File: src/rtl/riscv_multi_pkg.sv
// Shared encodings for the multicycle RV32I controller: FSM states, opcodes,
// ALU control codes and datapath mux selects.
package riscv_multi_pkg;

    typedef enum logic [3:0] {
        S_FETCH    = 4'd0,
        S_DECODE   = 4'd1,
        S_MEMADR   = 4'd2,
        S_MEMREAD  = 4'd3,
        S_MEMWB    = 4'd4,
        S_MEMWRITE = 4'd5,
        S_EXECR    = 4'd6,
        S_EXECI    = 4'd7,
        S_ALUWB    = 4'd8,
        S_BEQ      = 4'd9,
        S_JAL      = 4'd10,
        S_HALT     = 4'd11
    } state_t;

    localparam logic [6:0] OP_LW  = 7'b0000011;
    localparam logic [6:0] OP_SW  = 7'b0100011;
    localparam logic [6:0] OP_R   = 7'b0110011;
    localparam logic [6:0] OP_I   = 7'b0010011;
    localparam logic [6:0] OP_BEQ = 7'b1100011;
    localparam logic [6:0] OP_JAL = 7'b1101111;

    localparam logic [2:0] ALU_ADD = 3'b000;
    localparam logic [2:0] ALU_SUB = 3'b001;
    localparam logic [2:0] ALU_AND = 3'b010;
    localparam logic [2:0] ALU_OR  = 3'b011;
    localparam logic [2:0] ALU_SLT = 3'b101;

    localparam logic [1:0] ALUOP_ADD   = 2'b00;
    localparam logic [1:0] ALUOP_SUB   = 2'b01;
    localparam logic [1:0] ALUOP_FUNCT = 2'b10;

    localparam logic [1:0] RES_ALUOUT    = 2'b00;
    localparam logic [1:0] RES_DATA      = 2'b01;
    localparam logic [1:0] RES_ALURESULT = 2'b10;

    localparam logic [1:0] SRCA_PC    = 2'b00;
    localparam logic [1:0] SRCA_OLDPC = 2'b01;
    localparam logic [1:0] SRCA_A     = 2'b10;

    localparam logic [1:0] SRCB_WD   = 2'b00;
    localparam logic [1:0] SRCB_IMM  = 2'b01;
    localparam logic [1:0] SRCB_FOUR = 2'b10;

    localparam logic [1:0] IMM_I = 2'b00;
    localparam logic [1:0] IMM_S = 2'b01;
    localparam logic [1:0] IMM_B = 2'b10;
    localparam logic [1:0] IMM_J = 2'b11;

    function automatic logic [1:0] imm_sel(input logic [6:0] op);
        case (op)
            OP_SW:   return IMM_S;
            OP_BEQ:  return IMM_B;
            OP_JAL:  return IMM_J;
            default: return IMM_I;
        endcase
    endfunction

endpackage

File: src/rtl/riscv_alu_decoder.sv
// Combinational ALU decoder: maps alu_op and the instruction function fields to
// an ALU control code, flagging funct3 values this core does not implement.
module riscv_alu_decoder
    import riscv_multi_pkg::*;
(
    input  logic [1:0] alu_op,
    input  logic [2:0] funct3,
    input  logic       funct7b5,
    input  logic       op5,
    output logic [2:0] alu_control,
    output logic       bad_funct
);

    always_comb begin
        alu_control = ALU_ADD;
        bad_funct   = 1'b0;
        case (alu_op)
            ALUOP_SUB: alu_control = ALU_SUB;
            ALUOP_FUNCT: begin
                case (funct3)
                    // Only R-type (op5 = 1) uses funct7b5 to select sub.
                    3'b000:  alu_control = (funct7b5 & op5) ? ALU_SUB : ALU_ADD;
                    3'b010:  alu_control = ALU_SLT;
                    3'b110:  alu_control = ALU_OR;
                    3'b111:  alu_control = ALU_AND;
                    default: bad_funct   = 1'b1;
                endcase
            end
            default: alu_control = ALU_ADD;
        endcase
    end

endmodule

File: src/rtl/riscv_multi_controller.sv
// Main control FSM for the multicycle RV32I core. Define CTRL_INSTRET_EN to
// build the retired-instruction counter; otherwise instret reads as zero.
module riscv_multi_controller
    import riscv_multi_pkg::*;
#(
    parameter bit HALT_ON_ILLEGAL = 1'b1
) (
    input  logic        clk,
    input  logic        rst,
    input  logic [6:0]  op,
    input  logic [2:0]  funct3,
    input  logic        funct7b5,
    input  logic        zero,
    output logic        pc_write,
    output logic        adr_src,
    output logic        mem_write,
    output logic        ir_write,
    output logic [1:0]  result_src,
    output logic [1:0]  alu_src_a,
    output logic [1:0]  alu_src_b,
    output logic [1:0]  imm_src,
    output logic        reg_write,
    output logic [2:0]  alu_control,
    output logic        illegal,
    output logic [3:0]  state_o,
    output logic [31:0] instret
);

    state_t     r_state;
    state_t     w_next;
    logic       r_illegal;
    logic       w_pcupdate, w_branch, w_adr_src, w_mem_write, w_ir_write, w_reg_write;
    logic [1:0] w_result_src, w_alu_src_a, w_alu_src_b, w_alu_op;
    logic       w_op_bad, w_bad_funct, w_retire;

    always_comb begin
        w_pcupdate   = 1'b0;
        w_branch     = 1'b0;
        w_adr_src    = 1'b0;
        w_mem_write  = 1'b0;
        w_ir_write   = 1'b0;
        w_reg_write  = 1'b0;
        w_result_src = RES_ALUOUT;
        w_alu_src_a  = SRCA_PC;
        w_alu_src_b  = SRCB_WD;
        w_alu_op     = ALUOP_ADD;
        w_op_bad     = 1'b0;
        w_next       = r_state;
        case (r_state)
            S_FETCH: begin
                w_ir_write   = 1'b1;
                w_pcupdate   = 1'b1;
                w_alu_src_b  = SRCB_FOUR;
                w_result_src = RES_ALURESULT;
                w_next       = S_DECODE;
            end
            S_DECODE: begin
                // Precompute the branch target into ALUOut while decoding.
                w_alu_src_a = SRCA_OLDPC;
                w_alu_src_b = SRCB_IMM;
                case (op)
                    OP_LW, OP_SW: w_next = S_MEMADR;
                    OP_R:         w_next = S_EXECR;
                    OP_I:         w_next = S_EXECI;
                    OP_BEQ:       w_next = S_BEQ;
                    OP_JAL:       w_next = S_JAL;
                    default: begin
                        w_op_bad = 1'b1;
                        w_next   = HALT_ON_ILLEGAL ? S_HALT : S_FETCH;
                    end
                endcase
            end
            S_MEMADR: begin
                w_alu_src_a = SRCA_A;
                w_alu_src_b = SRCB_IMM;
                w_next      = op[5] ? S_MEMWRITE : S_MEMREAD;
            end
            S_MEMREAD: begin
                w_adr_src = 1'b1;
                w_next    = S_MEMWB;
            end
            S_MEMWB: begin
                w_result_src = RES_DATA;
                w_reg_write  = 1'b1;
                w_next       = S_FETCH;
            end
            S_MEMWRITE: begin
                w_adr_src   = 1'b1;
                w_mem_write = 1'b1;
                w_next      = S_FETCH;
            end
            S_EXECR: begin
                w_alu_src_a = SRCA_A;
                w_alu_op    = ALUOP_FUNCT;
                w_next      = S_ALUWB;
            end
            S_EXECI: begin
                w_alu_src_a = SRCA_A;
                w_alu_src_b = SRCB_IMM;
                w_alu_op    = ALUOP_FUNCT;
                w_next      = S_ALUWB;
            end
            S_ALUWB: begin
                w_reg_write = 1'b1;
                w_next      = S_FETCH;
            end
            S_BEQ: begin
                w_alu_src_a = SRCA_A;
                w_alu_op    = ALUOP_SUB;
                w_branch    = 1'b1;
                w_next      = S_FETCH;
            end
            S_JAL: begin
                w_alu_src_a = SRCA_OLDPC;
                w_alu_src_b = SRCB_FOUR;
                w_pcupdate  = 1'b1;
                w_next      = S_ALUWB;
            end
            S_HALT:  w_next = S_HALT;
            default: w_next = S_FETCH;
        endcase
    end

    riscv_alu_decoder u_alu_dec (
        .alu_op      (w_alu_op),
        .funct3      (funct3),
        .funct7b5    (funct7b5),
        .op5         (op[5]),
        .alu_control (alu_control),
        .bad_funct   (w_bad_funct)
    );

    always_ff @(posedge clk) begin
        if (rst) begin
            r_state   <= S_FETCH;
            r_illegal <= 1'b0;
        end else begin
            r_state   <= w_next;
            r_illegal <= r_illegal | w_op_bad | w_bad_funct;
        end
    end

    assign w_retire = (r_state == S_MEMWB) || (r_state == S_MEMWRITE) ||
                      (r_state == S_ALUWB) || (r_state == S_BEQ);

`ifdef CTRL_INSTRET_EN
    logic [31:0] r_instret;
    always_ff @(posedge clk) begin
        if (rst)
            r_instret <= 32'h0;
        else if (w_retire)
            r_instret <= r_instret + 32'd1;
    end
    assign instret = r_instret;
`else
    logic w_retire_unused;
    assign w_retire_unused = w_retire;
    assign instret         = 32'h0;
`endif

    // Architectural write enables are gated so nothing commits while in reset.
    assign pc_write    = ~rst & (w_pcupdate | (w_branch & zero));
    assign mem_write   = ~rst & w_mem_write;
    assign ir_write    = ~rst & w_ir_write;
    assign reg_write   = ~rst & w_reg_write;
    assign adr_src     = w_adr_src;
    assign result_src  = w_result_src;
    assign alu_src_a   = w_alu_src_a;
    assign alu_src_b   = w_alu_src_b;
    assign imm_src     = imm_sel(op);
    assign illegal     = r_illegal;
    assign state_o     = r_state;

endmodule
File: config.mk
export PLATFORM = sky130hd
export DESIGN_NAME = riscv_multi_controller
export DESIGN_NICKNAME = d
export VERILOG_FILES = /design/src/rtl/riscv_multi_pkg.sv /design/src/rtl/riscv_alu_decoder.sv /design/src/rtl/riscv_multi_controller.sv
export SDC_FILE = /design/constraint.sdc
export NUM_CORES = 1
export LEC_CHECK = 0
export BUFFER_PORTS_ARGS = -buffer_cell sky130_fd_sc_hd__buf_2
export CORE_MARGIN = 8
export CORE_UTILIZATION = 41
export DETAILED_ROUTE_END_ITERATION = 8
export GPL_TIMING_DRIVEN = 0
export PLACE_DENSITY = 0.85
export SYNTH_ARGS = -nofsm -noshare
export SYNTH_HDL_FRONTEND = slang
export SYNTH_SLANG_ARGS = --single-unit
File: constraint.sdc
create_clock -name clk -period 2.98 [get_ports clk]
set_input_delay 0.596 -clock clk [delete_from_list [all_inputs] [get_ports clk]]
set_output_delay 0.596 -clock clk [all_outputs]
set_load 0.03 [all_outputs]
# ---- Word level (Yosys, flattened, before mapping)
# Cells that the tools add are included.
dict set report totals {
  ff_bits 5
  latch_bits 0
  mem_bits_rw 0
  romBits 0
  inputBits 14
  out_inout_bits 53
  wordCells 68
  mem_count 0
}
dict set report classes {
  n_addsub 0
  mul 0
  div 0
  order_cmp 0
  n_eq_ne 22
  n_shift 0
  n_mux 21
  bitwise_logic 10
  n_reduce_logical 13
}
# operator n
set op_table {}
lappend op_table {{$pmux 4 s6} 1}
lappend op_table {{$pmux 4 s5} 1}
lappend op_table {{$eq 4x3->1 const B} 4}
lappend op_table {{$eq 4x4->1 const B} 4}
lappend op_table {{$pmux 2 s2} 4}
lappend op_table {{$eq 7x6->1 const B} 2}
lappend op_table {{$eq 7x7->1 const B} 2}
lappend op_table {{$pmux 3 s4} 1}
lappend op_table {{$reduce_or 2->1} 6}
lappend op_table {{$mux 1} 11}
lappend op_table {{$eq 4x2->1 const B} 2}
lappend op_table {{$reduce_or 4->1} 2}
lappend op_table {{$eq 7x2->1 const B} 1}
lappend op_table {{$eq 7x5->1 const B} 1}
lappend op_table {{$and 1x1->1} 6}
lappend op_table {{$eq 3x3->1 const B} 2}
lappend op_table {{$pmux 2 s3} 1}
lappend op_table {{$pmux 3 s2} 1}
lappend op_table {{$reduce_or 3->1} 2}
lappend op_table {{$reduce_or 6->1} 1}
lappend op_table {{$eq 4x1->1 const B} 1}
lappend op_table {{$logic_not 4->1} 1}
lappend op_table {{$eq 3x2->1 const B} 1}
lappend op_table {{$logic_not 3->1} 1}
lappend op_table {{other kinds (5)} 7}

# ---- Logic depth before layout (Yosys ltp)
# Gate-level depths: netlist (run 1).
dict set report logic_depth {
  depth_word 6
  ltp_mapped 7
  ltp_nobuf 6
}

# ---- Hierarchy
# From an unflattened synthesis (run 1), not the netlist that was laid out.
dict set report unflattened {
  cells_unflattened 121
  area_unflattened_um2 880.8
}
# mod instances cells_per_inst area_each_um2 seq_area_each_um2
set modules_own_cells {}
lappend modules_own_cells {riscv_multi_controller 1 106 768.2 100.1}
lappend modules_own_cells {riscv_alu_decoder 1 15 112.6 0.0}

# ---- Worst setup path after synthesis (run 1)
# Ideal clock, no wire load.
dict set report synth_path {
  path_type {reg2out}
  startpoint {register r_state[1] (netlist: state_o[1])}
  endpoint {output alu_control[1]}
  arrival_ns 2.082
  required_time_ns 2.384
  path_slack_ns 0.302
  path_stages_with_launch 6
  n_path_buf 1
  cell_sequence {dfxtp_1 -> clkbuf_1 -> and2_1 -> inv_1 -> ha_1 -> nor3_1}
}
dict set report synth_between {
  elab_chain_len 5
  elab_cells_between_ends 8
  cone_classes {5 x eq/ne; 2 x mux; 1 x reduce/logical}
}
# item line
set synth_lines {}
lappend synth_lines {{from (decl)} riscv_multi_controller.sv:29} ;# state_t r_state;
lappend synth_lines {{from (signal assigned)} riscv_multi_controller.sv:138} ;# r_state <= w_next;
lappend synth_lines {{$eq 4x3->1} riscv_multi_controller.sv:49} ;# case (r_state)
lappend synth_lines {{$reduce_or 2->1 (no line)} -}
lappend synth_lines {{$pmux 2 s2 *} riscv_multi_controller.sv:49}
lappend synth_lines {{$eq 2x2->1 or $eq 2x1->1 (tied branches)} riscv_alu_decoder.sv:17} ;# case (alu_op)
lappend synth_lines {{$pmux 3 s2 *} riscv_alu_decoder.sv:17}
lappend synth_lines {{to (decl)} riscv_multi_controller.sv:23} ;# output logic [2:0] alu_control,
# Every way passes the cells marked *; elsewhere a longest branch is shown, timed or not.

# ---- Worst setup path in the final report (run 1)
# Same ends and word-level chain as after synthesis.

==> impl_metrics.csv, run 1 <==
group,metric,value,unit
critical_path,timing.critical_path.max_delay_family,"buffers and inverters",
power,power.static_leakage,0.658,nW
timing,setup_tns,0,ns
grt,maximum_number_of_pins_on_one_net_before_global_route_repair,11,
final_layout,final_layout_size_suffix_gt1_frac,0.392,
synth,postSynthAreaPerCell,6.96,um2
synth,yosys-top-cells-count,"sky130_fd_sc_hd__buf_4 (32), sky130_fd_sc_hd__nor2_1 (10), sky130_fd_sc_hd__nand2_1 (9), sky130_fd_sc_hd__nor3_1 (6), sky130_fd_sc_hd__dfxtp_1 (5)",
place,hpwlAfterDp,2060,um
timing,maxClockFrequency,381,MHz
power,p_per_area,776,mW/mm2
final_layout,synthToLayoutAreaGrowth,42.5,%
synth,asyncSetResetFlopFracSynth,0,
final_layout,finalNetCount,203,
timing,hold_viol,0,
floorplanning,core_region_area,0.00192,mm2
synth,yosys.area.top_type,"sky130_fd_sc_hd__buf_4",
floorplanning,effective_utilization_at_floorplan,0.424,
routing,routed_via_density,4.34,
critical_path,slowest_delay,0.43,ns
grt,via_count_of_the_first_global_routing_pass,870,
grt,global_route_wire_length_before_repair,3740,um
power,power.share.clock,0.090,
cts,cts_tree,"done",
critical_path,worstPathArrival,2.03,ns
run_status,run_status,"finished clean",
timing,setup_viol,0,
timing,part_of_the_cycle_the_worst_path_needs,0.880,
cts,cts-buffers-inserted,3,
floorplanning,floorplan.die_area,0.00367,mm2
power,intPower,0.361,mW
power,power.net_switching,0.540,mW
routing,drt_wl_total,2390,um
flow_run,maxCapViolations,0,
timing,final.setup.worst_slack,0.357,ns
routing,vias,925,
routing,detailedRoute.firstIterationViolations,26,
synth,synth_cell_types,37,
cts,cts.sink_count,5,
timing,fin_worst_hold_slack,0.534,ns
routing,drt_pass1_iterations,4,
power,netSwitchingFraction,0.599,
synth,synth_warnings,0,
cts,clk_latency,0.25,ns
grt,grt_overflow_total,0,
timing,grt_setup_unrepaired,"no",
cts,post_cts_resize_count,0,
cts,post-cts-setup-buffer-count,0,
timing,final_max_slew_viol_count,0,
routing,routed_wire_length_per_instance,11.2,um
grt,all_layer_global_routing_usage,0.131,
floorplanning,chipWidth,60.6,um
cts,cts_hold_buf,0,
place,input_output_buffers,34,
synth,synth-main-ff-cell,"sky130_fd_sc_hd__dfxtp_1",
critical_path,critical_path.slowest_cell,"sky130_fd_sc_hd__dfxtp_1",
timing,fin_worst_skew,0.00480,ns
power,combPwrFrac,0.766,
critical_path,crit_required,2.38,ns
final_layout,multi_input_comb_area,557,um2
synth,seq_area_frac_synth,0.123,
critical_path,timing.critical_path.buf_inv,3,
routing,ant_nets,0,
synth,syn-cell-area,815,um2
critical_path,element_type_at_the_critical_path_start,"flip-flop",
place,place_congestion,0.798,
hold_path,hold_path_class,"reg -> reg",
floorplanning,design.portCount,67,
synth,synth-edff-count,0,
floorplanning,die_h,60.6,um
power,maximum_vdd_drop,0.000433,V
synth,synthesis.instances,117,
synth,synth_top_area_frac,0.295,
power,power.sequential.fraction,0.144,
synth,synthesized_flop_and_latch_total,5,
synth,yosys-top-cells-area,"sky130_fd_sc_hd__buf_4 (29%), sky130_fd_sc_hd__dfxtp_1 (12%), sky130_fd_sc_hd__nor2_1 (4.6%), sky130_fd_sc_hd__nand2_1 (4.1%), sky130_fd_sc_hd__nor3_1 (3.7%)",
final_layout,final_util,0.604,
floorplanning,rows,16,
critical_path,timing.critical_path.fanout_max,10,
cts,clk_pin_slew,0.05,ns
synth,yosys.cell_count.top_type,"sky130_fd_sc_hd__buf_4",
cts,ctsRootBufferMaster,"sky130_fd_sc_hd__clkbuf_4",
routing,detail_route.drc_violations,0,
cts,cts-htree-levels,1,
critical_path,crit_type,"reg -> out",
critical_path,worstSetupEndpointType,"primary output",
cts,clock_tree.buffer_depth,2,
final_layout,num-fill-cells,183,
final_layout,insertedDiodeCount,0,
final_layout,seqCellArea,100,um2
critical_path,crit_chain,"clkbuf_1 > and2_1 > inv_1 > ha_1 > nor3_1 > buf_2",
timing,period_needed,2.62,ns
grt,grt_antenna_before_repair,0,
place,pre_cts_setup_slack,0.587,ns
[registers in the layout, summed over array words and instances (netlist names)]
signal / flops
illegal: 1
state_o: 4
[layer usage]
layer | up-vias | global-route usage | wire length (um)
met5 | - | 0 | 0
met4 | 0 | 0.0498 | 36
met3 | 4 | 0.0614 | 317
met2 | 52 | 0.237 | 1270
met1 | 394 | 0.127 | 766
li1 | 475 | - | -
[cells in the final DEF (no fill, tap or decap), drive strengths merged, types with 4 or more instances in the layout]
cell type  count
o21ai          4
and2           4
nand2          9
dfxtp          5
conb          32
clkbuf         7
a21oi          4
inv            5
nor3           6
buf           67
nor2          10
[cells by family (layout without fill, tap and decap cells)]
kind of cell,count (synthesis),after routing,share of synthesized area
AND/OR/NAND/NOR,46,46,0.301
buffers and inverters,41,79,0.336
AO/OA/AOI/OAI,19,19,0.171
flip-flops,5,5,0.123
adder cells (fa/ha/maj),2,2,0.0307
XOR/XNOR,2,2,0.0215
other,1,32,0.00460
multiplexers,1,1,0.0123
[final timing paths]
kind	from	end	slack [ns]	cells after the start
setup / recovery	state_o[1]	alu_control[1]	0.36	6
hold / removal	illegal	illegal	0.53	2
setup reg to reg	state_o[3]	illegal	1.35	6
hold reg to reg	illegal	illegal	0.53	2
[final cells by class]
class	count	share of cell area
multi-input combinational	102	0.480
buffer	36	0.220
timing repair buffer	34	0.147
sequential	5	0.0862
tap	27	0.0291
clock buffer	4	0.0226
inverter	5	0.0162
[through the flow]
step	total power [mW]	cells	instance area, um2
after floorplan	0.650	148	931
after global placement	0.802	209	1130
after detailed placement	0.814	209	1130
after CTS	0.902	213	1160
after global routing	0.966	213	1160
final	0.901	213	1160
[power by group through the flow]
stage	sequential [mW]	clock, mW	combinational (mW)
floorplan	0.177	0	0.473
global route	0.134	0.0901	0.742
CTS	0.129	0.0849	0.688
finish	0.130	0.0813	0.690
detailed placement	0.129	0	0.685
global placement	0.127	0	0.675
[worst register-to-register path: stages, from the launching register on]
cell and delay, ns:
sky130_fd_sc_hd__dfxtp_1 0.37, sky130_fd_sc_hd__clkbuf_1 0.37, sky130_fd_sc_hd__nor2b_1 0.12, sky130_fd_sc_hd__and2_1 0.19, sky130_fd_sc_hd__ha_1 0.21, sky130_fd_sc_hd__a21oi_1 0.15
sky130_fd_sc_hd__o22ai_1 0.10
Note: power is estimated with default switching activity, not from simulation.
==> run 2, diff against run 1 <==
Settings changed: ABC_AREA set to 1, PLACE_DENSITY 0.85 to 0.86.
==> run 2 against run 1 <==
Against the previous run: global-route usage down 2.0 points; critical path type unchanged; largest power group unchanged; synthesized cell count increased by 13%; routed wire length fell by 13%; sequential power is 29% lower; combinational power is 45% lower; maximum frequency grew 11%; largest cell class unchanged; critical path depth stayed put.
==> impl_metrics.csv, run 2 <==
group,metric,value,unit
place,pre_cts_setup_slack,0.881,ns
grt,global_route_wire_length_before_repair,3170,um
power,intPower,0.246,mW
routing,drt_pass1_iterations,4,
grt,all_layer_global_routing_usage,0.112,
timing,maxClockFrequency,422,MHz
cts,cts-buffers-inserted,3,
final_layout,final_layout_size_suffix_gt1_frac,0.380,
synth,asyncSetResetFlopFracSynth,0,
power,power.static_leakage,0.717,nW
synth,synth_fa_ha_area_frac,0.0312,
timing,fin_worst_skew,0.00280,ns
power,combPwrFrac,0.689,
critical_path,worstSetupEndpointType,"primary output",
routing,drt_wl_total,2080,um
cts,cts_hold_buf,0,
hold_path,hold_path_class,"reg -> reg",
critical_path,regToRegStartpoint,"state_o[3]",
run_status,run_status,"finished clean",
power,power.share.clock,0.145,
routing,detailedRoute.firstIterationViolations,16,
synth,seq_area_frac_synth,0.125,
timing,setup_tns,0,ns
synth,synth_xor_xnor_area_share,0,
critical_path,worstRegToRegCells,8,
routing,ant_nets,0,
critical_path,rr_endpoint,"illegal",
cts,cts-htree-levels,1,
synth,synthesis.instances,132,
routing,routed_via_density,3.87,
timing,part_of_the_cycle_the_worst_path_needs,0.795,
floorplanning,rows,16,
timing,period_needed,2.37,ns
synth,synth_cell_types,24,
synth,synth_compound_area_frac,0.0749,
cts,clk_latency,0.25,ns
grt,grt_antenna_before_repair,0,
hold_path,whs_endpoint,"illegal",
power,netSwitchingFraction,0.556,
final_layout,insertedDiodeCount,0,
floorplanning,core_region_area,0.00190,mm2
floorplanning,floorplan.die_area,0.00363,mm2
synth,yosys-top-cells-count,"sky130_fd_sc_hd__buf_4 (33), sky130_fd_sc_hd__nand2_1 (24), sky130_fd_sc_hd__nor2_1 (21), sky130_fd_sc_hd__inv_1 (12), sky130_fd_sc_hd__nand3_1 (8)",
cts,post-cts-setup-buffer-count,0,
timing,setup_viol,0,
cts,clock_tree.buffer_depth,2,
timing,final.setup.worst_slack,0.612,ns
routing,detail_route.drc_violations,0,
final_layout,finalNetCount,217,
grt,grt_overflow_total,0,
final_layout,max_ffs_per_register,4,
synth,syn-cell-area,802,um2
power,p_per_area,484,mW/mm2
synth,synth-edff-count,0,
critical_path,element_type_at_the_critical_path_start,"flip-flop",
synth,synth_top_area_frac,0.309,
critical_path,slowest_delay,0.42,ns
cts,ctsRootBufferMaster,"sky130_fd_sc_hd__clkbuf_4",
synth,synth-main-ff-cell,"sky130_fd_sc_hd__dfxtp_1",
grt,maximum_number_of_pins_on_one_net_before_global_route_repair,9,
power,power.sequential.fraction,0.166,
cts,cts_tree,"done",
synth,main_combinational_cell_family_by_area_after_synthesis,"buffers and inverters",
floorplanning,chipWidth,60.2,um
synth,yosys.area.top_type,"sky130_fd_sc_hd__buf_4",
synth,muxShareOfSynthArea,0,
synth,postSynthAreaPerCell,6.08,um2
floorplanning,design.portCount,67,
critical_path,critical_path.slowest_cell,"sky130_fd_sc_hd__dfxtp_1",
synth,yosys-top-cells-area,"sky130_fd_sc_hd__buf_4 (31%), sky130_fd_sc_hd__dfxtp_1 (12%), sky130_fd_sc_hd__nand2_1 (11%), sky130_fd_sc_hd__nor2_1 (9.8%), sky130_fd_sc_hd__inv_1 (5.6%)",
grt,via_count_of_the_first_global_routing_pass,786,
power,power.net_switching,0.308,mW
synth,synth_warnings,0,
critical_path,timing.critical_path.buf_inv,2,
power,maximum_vdd_drop,0.000223,V
floorplanning,effective_utilization_at_floorplan,0.422,
synth,synthesized_flop_and_latch_total,5,
place,input_output_buffers,33,
cts,cts.sink_count,5,
timing,hold_viol,0,
critical_path,timing.critical_path.max_delay_family,"simple AND/OR/NAND/NOR gates",
final_layout,top_library_cells_by_usage_in_the_layout_fill_and_taps_aside,"sky130_fd_sc_hd__buf_4 (33), sky130_fd_sc_hd__buf_2 (33), sky130_fd_sc_hd__conb_1 (32), sky130_fd_sc_hd__nand2_1 (24), sky130_fd_sc_hd__nor2_1 (21)",
place,place_congestion,0.866,
flow_run,maxCapViolations,0,
timing,fin_worst_hold_slack,0.507,ns
final_layout,synthToLayoutAreaGrowth,42.6,%
hold_path,hold_path.startpoint,"illegal",
routing,vias,878,
critical_path,crit_chain,"nand2_1 > nor2_1 > inv_1 > ha_1 > nor3b_1 > buf_2",
critical_path,r2r_setup_slack,1.48,ns
critical_path,crit_type,"reg -> out",
timing,final_max_slew_viol_count,0,
place,hpwlAfterDp,1870,um
cts,clk_pin_slew,0.05,ns
synth,yosys.cell_count.top_type,"sky130_fd_sc_hd__buf_4",
critical_path,worstPathArrival,1.77,ns
cts,post_cts_resize_count,0,
floorplanning,die_h,60.2,um
synth,synth_simple_gate_area_share,0.381,
critical_path,crit_required,2.38,ns
critical_path,timing.critical_path.fanout_max,5,
timing,grt_setup_unrepaired,"no",
hold_path,hold_depth,2,
routing,routed_wire_length_per_instance,9.15,um
==> run 2: worst reg2reg max path: stages (launching register included) <==
cell and delay (ns):
sky130_fd_sc_hd__dfxtp_1 0.43, sky130_fd_sc_hd__nand2_1 0.14, sky130_fd_sc_hd__nor2_1 0.21, sky130_fd_sc_hd__inv_1 0.09, sky130_fd_sc_hd__ha_1 0.25, sky130_fd_sc_hd__nand2_1 0.08, sky130_fd_sc_hd__nor2_1 0.04, sky130_fd_sc_hd__nor2_1 0.08
sky130_fd_sc_hd__a21oi_1 0.06
==> run 2: power by group through the flow <==
stage | registers, mW | logic, mW | clock network, mW
5_1_grt | 0.0930 | 0.414 | 0.0886
3_5_place_dp | 0.0931 | 0.382 | 0
6_report | 0.0921 | 0.382 | 0.0803
2_1_floorplan | 0.117 | 0.280 | 0
3_3_place_gp | 0.0928 | 0.379 | 0
4_1_cts | 0.0919 | 0.383 | 0.0831
==> run 2: worst max-delay path by stage <==
stage                           from        endpoint  cells after the start
after floorplan           state_o[2]  alu_control[1]                      5
after global placement    state_o[2]  alu_control[0]                      8
after detailed placement  state_o[2]  alu_control[1]                      6
after CTS                 state_o[2]  alu_control[1]                      6
after global routing      state_o[3]  alu_control[0]                      7
final                     state_o[2]  alu_control[1]                      6
==> run 2: cell type report <==
type	instances	area (um2)
sequential	5	100
clock buffer	4	26.3
timing repair buffer	33	165
tap	27	33.8
fill	185	758
multi-input combinational	109	510
inverter	15	56.3
buffer	34	251
==> run 2: layer usage <==
layer,part of all wire,vias up,track usage
met5,0,-,0
met4,0.011,0,0.0578
met3,0.12,2,0.0452
met2,0.49,36,0.194
met1,0.37,356,0.111
li1,-,484,-
==> run 2: cells by family after synthesis <==
kind of cell,Yosys count
AND/OR/NAND/NOR,64
buffers and inverters,49
adder cells (fa/ha/maj),2
other,1
AO/OA/AOI/OAI,11
flip-flops,5
==> run 2: per-stage QoR <==
step	cell area, um2	util	instances	power, mW
4_1_cts	1140	0.601	227	0.558
2_1_floorplan	918	-	163	0.397
3_3_place_gp	1120	0.588	223	0.472
6_report	1140	0.601	227	0.554
3_5_place_dp	1120	0.588	223	0.475
5_1_grt	1140	0.601	227	0.595
